## src/rtl/hazard_controller.sv

```systemverilog
// Hazard sequencing beside the forwarding unit: load-use bubble, branch flush, mul/div freeze.
// Optional stall/flush statistics counters are built when HAZARD_STATS_EN is defined.
module hazard_controller #(
  parameter int MUL_CYCLES = 4,
  parameter int DIV_CYCLES = 32,
  parameter int CNT_W      = 6
) (
  input  logic       clk,
  input  logic       rst_n,
  input  logic [4:0] IF_ID_rs,
  input  logic [4:0] IF_ID_rt,
  input  logic       IF_ID_useRt,
  input  logic       ID_EX_memRead,
  input  logic [4:0] ID_EX_rt,
  input  logic       branch_taken,
  input  logic       md_start,
  input  logic       md_op,
  output logic       PC_write,
  output logic       IF_ID_write,
  output logic       IF_ID_flush,
  output logic       ID_EX_bubble,
  output logic       EX_hold,
  output logic       md_busy,
  output logic       md_done
`ifdef HAZARD_STATS_EN
  ,
  output logic [15:0] stall_cycles,
  output logic [15:0] flush_count
`endif
);

  // state   | meaning
  // RUN     | normal issue; branch flush and load-use bubble applied here
  // MD_BUSY | mul/div occupying EX; front of pipe frozen until cnt reaches 0

  typedef enum logic {RUN, MD_BUSY} state_t;

  // The start cycle is the first EX cycle, and the terminal cycle is cnt==0.
  localparam logic [CNT_W-1:0] MUL_LOAD = CNT_W'(MUL_CYCLES - 2);
  localparam logic [CNT_W-1:0] DIV_LOAD = CNT_W'(DIV_CYCLES - 2);

  state_t           state, state_next;
  logic [CNT_W-1:0] cnt, cnt_next;
  logic             load_use;

  assign load_use = ID_EX_memRead && (ID_EX_rt != 5'd0) &&
                    ((ID_EX_rt == IF_ID_rs) || (IF_ID_useRt && (ID_EX_rt == IF_ID_rt)));

  always_ff @(posedge clk or negedge rst_n) begin
    if (!rst_n) begin
      state <= RUN;
      cnt   <= '0;
    end else begin
      state <= state_next;
      cnt   <= cnt_next;
    end
  end

  always_comb begin
    state_next = state;
    cnt_next   = cnt;
    case (state)
      RUN: begin
        if (md_start) begin
          state_next = MD_BUSY;
          cnt_next   = md_op ? DIV_LOAD : MUL_LOAD;
        end
      end
      MD_BUSY: begin
        if (cnt == '0) state_next = RUN;
        else           cnt_next   = cnt - 1'b1;
      end
      default: begin
        state_next = RUN;
        cnt_next   = '0;
      end
    endcase
  end

  always_comb begin
    PC_write     = 1'b1;
    IF_ID_write  = 1'b1;
    IF_ID_flush  = 1'b0;
    ID_EX_bubble = 1'b0;
    EX_hold      = 1'b0;
    md_busy      = 1'b0;
    md_done      = 1'b0;
    if (!rst_n) begin
      PC_write     = 1'b0;
      IF_ID_write  = 1'b0;
      ID_EX_bubble = 1'b1;
    end else if (state == MD_BUSY) begin
      PC_write    = 1'b0;
      IF_ID_write = 1'b0;
      EX_hold     = 1'b1;
      md_busy     = 1'b1;
      md_done     = (cnt == '0);
    end else if (branch_taken) begin
      // Squashing the dependent instruction makes any load-use irrelevant.
      IF_ID_flush  = 1'b1;
      ID_EX_bubble = 1'b1;
    end else if (load_use) begin
      PC_write     = 1'b0;
      IF_ID_write  = 1'b0;
      ID_EX_bubble = 1'b1;
    end
  end

`ifdef HAZARD_STATS_EN
  always_ff @(posedge clk or negedge rst_n) begin
    if (!rst_n) begin
      stall_cycles <= '0;
      flush_count  <= '0;
    end else begin
      if (!PC_write && (stall_cycles != 16'hFFFF))
        stall_cycles <= stall_cycles + 16'd1;
      if ((state == RUN) && branch_taken && (flush_count != 16'hFFFF))
        flush_count <= flush_count + 16'd1;
    end
  end
`endif

endmodule

```

## config.mk

```make
export PLATFORM = sky130hd
export DESIGN_NAME = hazard_controller
export DESIGN_NICKNAME = d
export VERILOG_FILES = /design/src/rtl/hazard_controller.sv
export SDC_FILE = /design/constraint.sdc
export NUM_CORES = 1
export LEC_CHECK = 0
export CAP_MARGIN = 20
export CORE_MARGIN = 4
export CORE_UTILIZATION = 35
export DETAILED_ROUTE_END_ITERATION = 10
export PLACE_DENSITY = 0.82
export SLEW_MARGIN = 5
export SYNTH_ARGS = -nofsm -noshare
export SYNTH_HDL_FRONTEND = slang
export SYNTH_SLANG_ARGS = --single-unit
export TNS_END_PERCENT = 30
```

## constraint.sdc

```tcl
create_clock -name clk -period 1.4 [get_ports clk]
set_input_delay 0.14 -clock clk [delete_from_list [all_inputs] [get_ports clk]]
set_output_delay 0.14 -clock clk [all_outputs]
set_load 0.005 [all_outputs]
```

==> results of run 1 <==
## placed cells by master, fill, tap and decap left out, drive strengths merged, types with 2 or more instances in the layout
cell,synthesis,layout
buf,2,35
dlygate4sd2,0,10
xor2,9,9
dfrtp,7,7
inv,7,7
clkdlybuf4s50,0,6
a21oi,5,5
clkbuf,1,5
nor2,4,4
clkdlybuf4s15,0,4
and2,3,3
a211oi,3,3
xnor2,3,3
nor3,3,3
nand2,2,2
o311ai,2,2
nor4,2,2
## how the worst min path moves through the flow
stage	start	endpoint	slack, ns
2_1_floorplan	rst_n	cnt[0]	-0.16
3_3_place_gp	rst_n	cnt[4]	0.60
5_1_grt	rst_n	cnt[4]	0.08
4_1_cts	rst_n	cnt[4]	0.05
3_5_place_dp	rst_n	cnt[4]	0.59
6_report	rst_n	cnt[4]	0.09
## synthesized netlist by cell type (2+ instances only)
cell type | number | area, sq um
a211oi_1 | 3 | 22.5
a21oi_1 | 5 | 25.0
and2_1 | 3 | 18.8
buf_4 | 2 | 15.0
dfrtp_1 | 7 | 175
inv_1 | 7 | 26.3
nand2_1 | 2 | 7.51
nor2_1 | 4 | 15.0
nor3_1 | 3 | 15.0
nor4_2 | 2 | 25.0
o311ai_1 | 2 | 17.5
xnor2_1 | 3 | 26.3
xor2_1 | 9 | 78.8
## through the flow
stage	util, %	power, W	cell area [sq um]	TNS, ns
final	75.4	0.00186	1180	-0.783
after global routing	75.4	0.00200	1180	-1.48
after CTS	73.3	0.00175	1140	-0.853
after detailed placement	67.3	0.00137	1050	-3.82
after global placement	67.3	0.00133	1050	-3.49
after floorplan	-	0.000896	611	-0.0813
## kinds of logic after synthesis
family	after synthesis	share of synthesized area, %
simple gates	20	19.8
compound gates	18	22.2
xor+xnor	12	17.5
buf+inv	10	7.48
flops	7	29.1
mux	1	1.87
fa+ha+maj	1	2.08
## power groups by stage
stage	Clock (W)	Combinational, W	Sequential [W]
floorplan	0	0.000484	0.000412
global placement	0	0.000950	0.000382
detailed placement	0	0.000983	0.000390
CTS	0.000191	0.00116	0.000394
global route	0.000202	0.00139	0.000411
finish	0.000186	0.00127	0.000404
## metal layers
metal	vias to the layer above	global-route usage [%]	share of wire, %
li1	359	-	-
met1	365	21.1	37
met2	22	38.2	56
met3	6	6.02	4.3
met4	0	11.1	2.8
met5	-	0	0
## layout make-up
cell class	count	area share (%)
multi-input cells	52	40.2
inverters	7	2.23
clock buffers	4	2.23
flip-flops and latches	7	14.9
repair buffers	56	38.7
well taps	16	1.70
## registers in the layout, indices dropped and copies added (netlist names)
name,flops
cnt,6
state,1
## repair_timing
| action | CTS | global route |
|---|---|---|
| pin swaps | 18 | 4 |
| hold buffers | 0 | 0 |
| setup buffers | 5 | 2 |
| cloned | 0 | 0 |
| resized for setup | 66 | 7 |
| endpoints found under the setup margin | 13 | 12 |
| endpoints found under the hold margin | 0 | 0 |
## worst reg2reg max path: cells and delay by family (launching register included)
family	cells	cell delay (ns)
simple gates	2	0.23
flops	1	0.39
mux	1	0.30
buf+inv	2	0.26
fa+ha+maj	1	0.15
compound gates	1	0.11
==> metrics.csv, run 1 <==
stage;metric;value;unit
placed_design;preCtsSetupSlack;-0.866;ns
floorplan;fp.dieArea;2450;sq um
critical_path;crit_path_end;md_done;
route;via_per_inst;5.30;
route;antenna_left;0;
grt;overflow;0;
sta;fin_ws;-0.141;ns
power;comb_power_share;68.2;%
logic_synthesis;ys_seq_elements;7;
floorplan;start_util;38.6;%
power;ir_drop;1.13;mV
grt;grt_util_all_layers;20.8;%
sta;relSlewSlack;81.5;%
grt;antenna_found_initial;0;
logic_synthesis;synth-main-ff-cell;dfrtp_1;
critical_path;required;1.26;ns
power;p_int;0.00113;W
placed_design;placed_cells;131;
critical_path;crit_chain;inv_2, ha_4, nand2b_4, nor4_4, and2_1, buf_2;
placed_design;place.gp.congestion;0.859;
floorplan;ioPinCount;29;
floorplan;die_height;49.5;microns
critical_path;cp_data_arrival_time;1.40;ns
route;wl;2.30;mm
logic_synthesis;syn_inst;69;
sta;slew_violations;0;
logic_synthesis;async_flop_share;100;%
critical_path;r2r-end;cnt[1];
job;cap_violations;0;
power;seqPwrFrac;21.7;%
logic_synthesis;synth_edf_count;0;
grt;grt_pass1_vias;809;
route;vias;752;
layout;multi_input_area;473;sq um
critical_path;cp-end-kind;output pin;
power;p_sw;0.000730;W
power;sw_frac_of_total;39.3;%
critical_path;r2r_setup_slack;-0.12;ns
layout;area_delta_synth_final;95.4;%
critical_path;cp_slowest_stage_delay;0.39;ns
logic_synthesis;syn_nets;92;
layout;nets;150;
sta;clock.fmax;0.649;GHz
route;first_pass_iters;4;
logic_synthesis;synth.cell_area;602;sq um
sta;timing.final.crit_share;110;%
critical_path;crit_cells;6;
clock_tree;clk_pin_slew;0.05;ns
critical_path;slowest_stage;dfrtp_1;
sta;fin_crit;1.54;ns
sta;hold_viol_final;0;
sta;clock_skew;0.00494;ns
floorplan;die_w;49.5;microns
status;failed_checks;setup timing;
floorplan;fp-row-count;14;
sta;tightest_slew;0.277;ns
logic_synthesis;yosysWarningCount;0;
logic_synthesis;syn_avg_cell_area;8.72;sq um
layout;stdcell_count;142;
grt;grt_max_degree;13;
layout;fill_cells;90;
logic_synthesis;synth.distinct_cells;30;
clock_tree;cts_htree_levels;1;
critical_path;reg2reg_depth;7;
route;post_drt_wl_per_cell;16.2;microns
route;drt_iter0_drc;20;
min_path;hold_class;in -> async;
layout;layout.area.seq;175;sq um
critical_path;start_kind;flip-flop;
grt;grt_first_pass_wirelength;3.81;mm
clock_tree;cts_buffer_depth;2;
layout;diodes;0;
critical_path;critPathKind;reg -> out;
sta;setup_violations;8;
power;pwr_density_cell;1580;nW/um^2
power;p_clk_share;10.0;%
status;status;finished, violations left;
logic_synthesis;seq_area_frac_synth;29.1;%
floorplan;coreArea;1560;sq um
sta;hold_ws;0.0870;ns
critical_path;cp_top_family;simple AND/OR/NAND/NOR gates;
route;drc;0;
power;leakage;0.559;nW
clock_tree;clk_latency;0.25;ns
clock_tree;cts.sinks;7;
placed_design;hpwl;1.59;mm
clock_tree;numCtsBuffers;3;
clock_tree;cts_root_buf;clkbuf_4;
critical_path;critPathBufInv;2;
critical_path;critPathLaunch;cnt[1];
critical_path;r2r_start;cnt[1];
clock_tree;cts_tree;yes;
critical_path;critPathMaxFanout;2;
layout;drive_gt1_share;46.8;%
placed_design;io_buffer_count;28;
sta;rsz0062_at_grt;true;
(Power assumes the default switching activity.)
==> inputs of run 2 (changes only) <==
CAP_MARGIN = not set   (was 20)
==> results of run 2 <==
Final layout, timing and power as in run 1 (identical DEF).
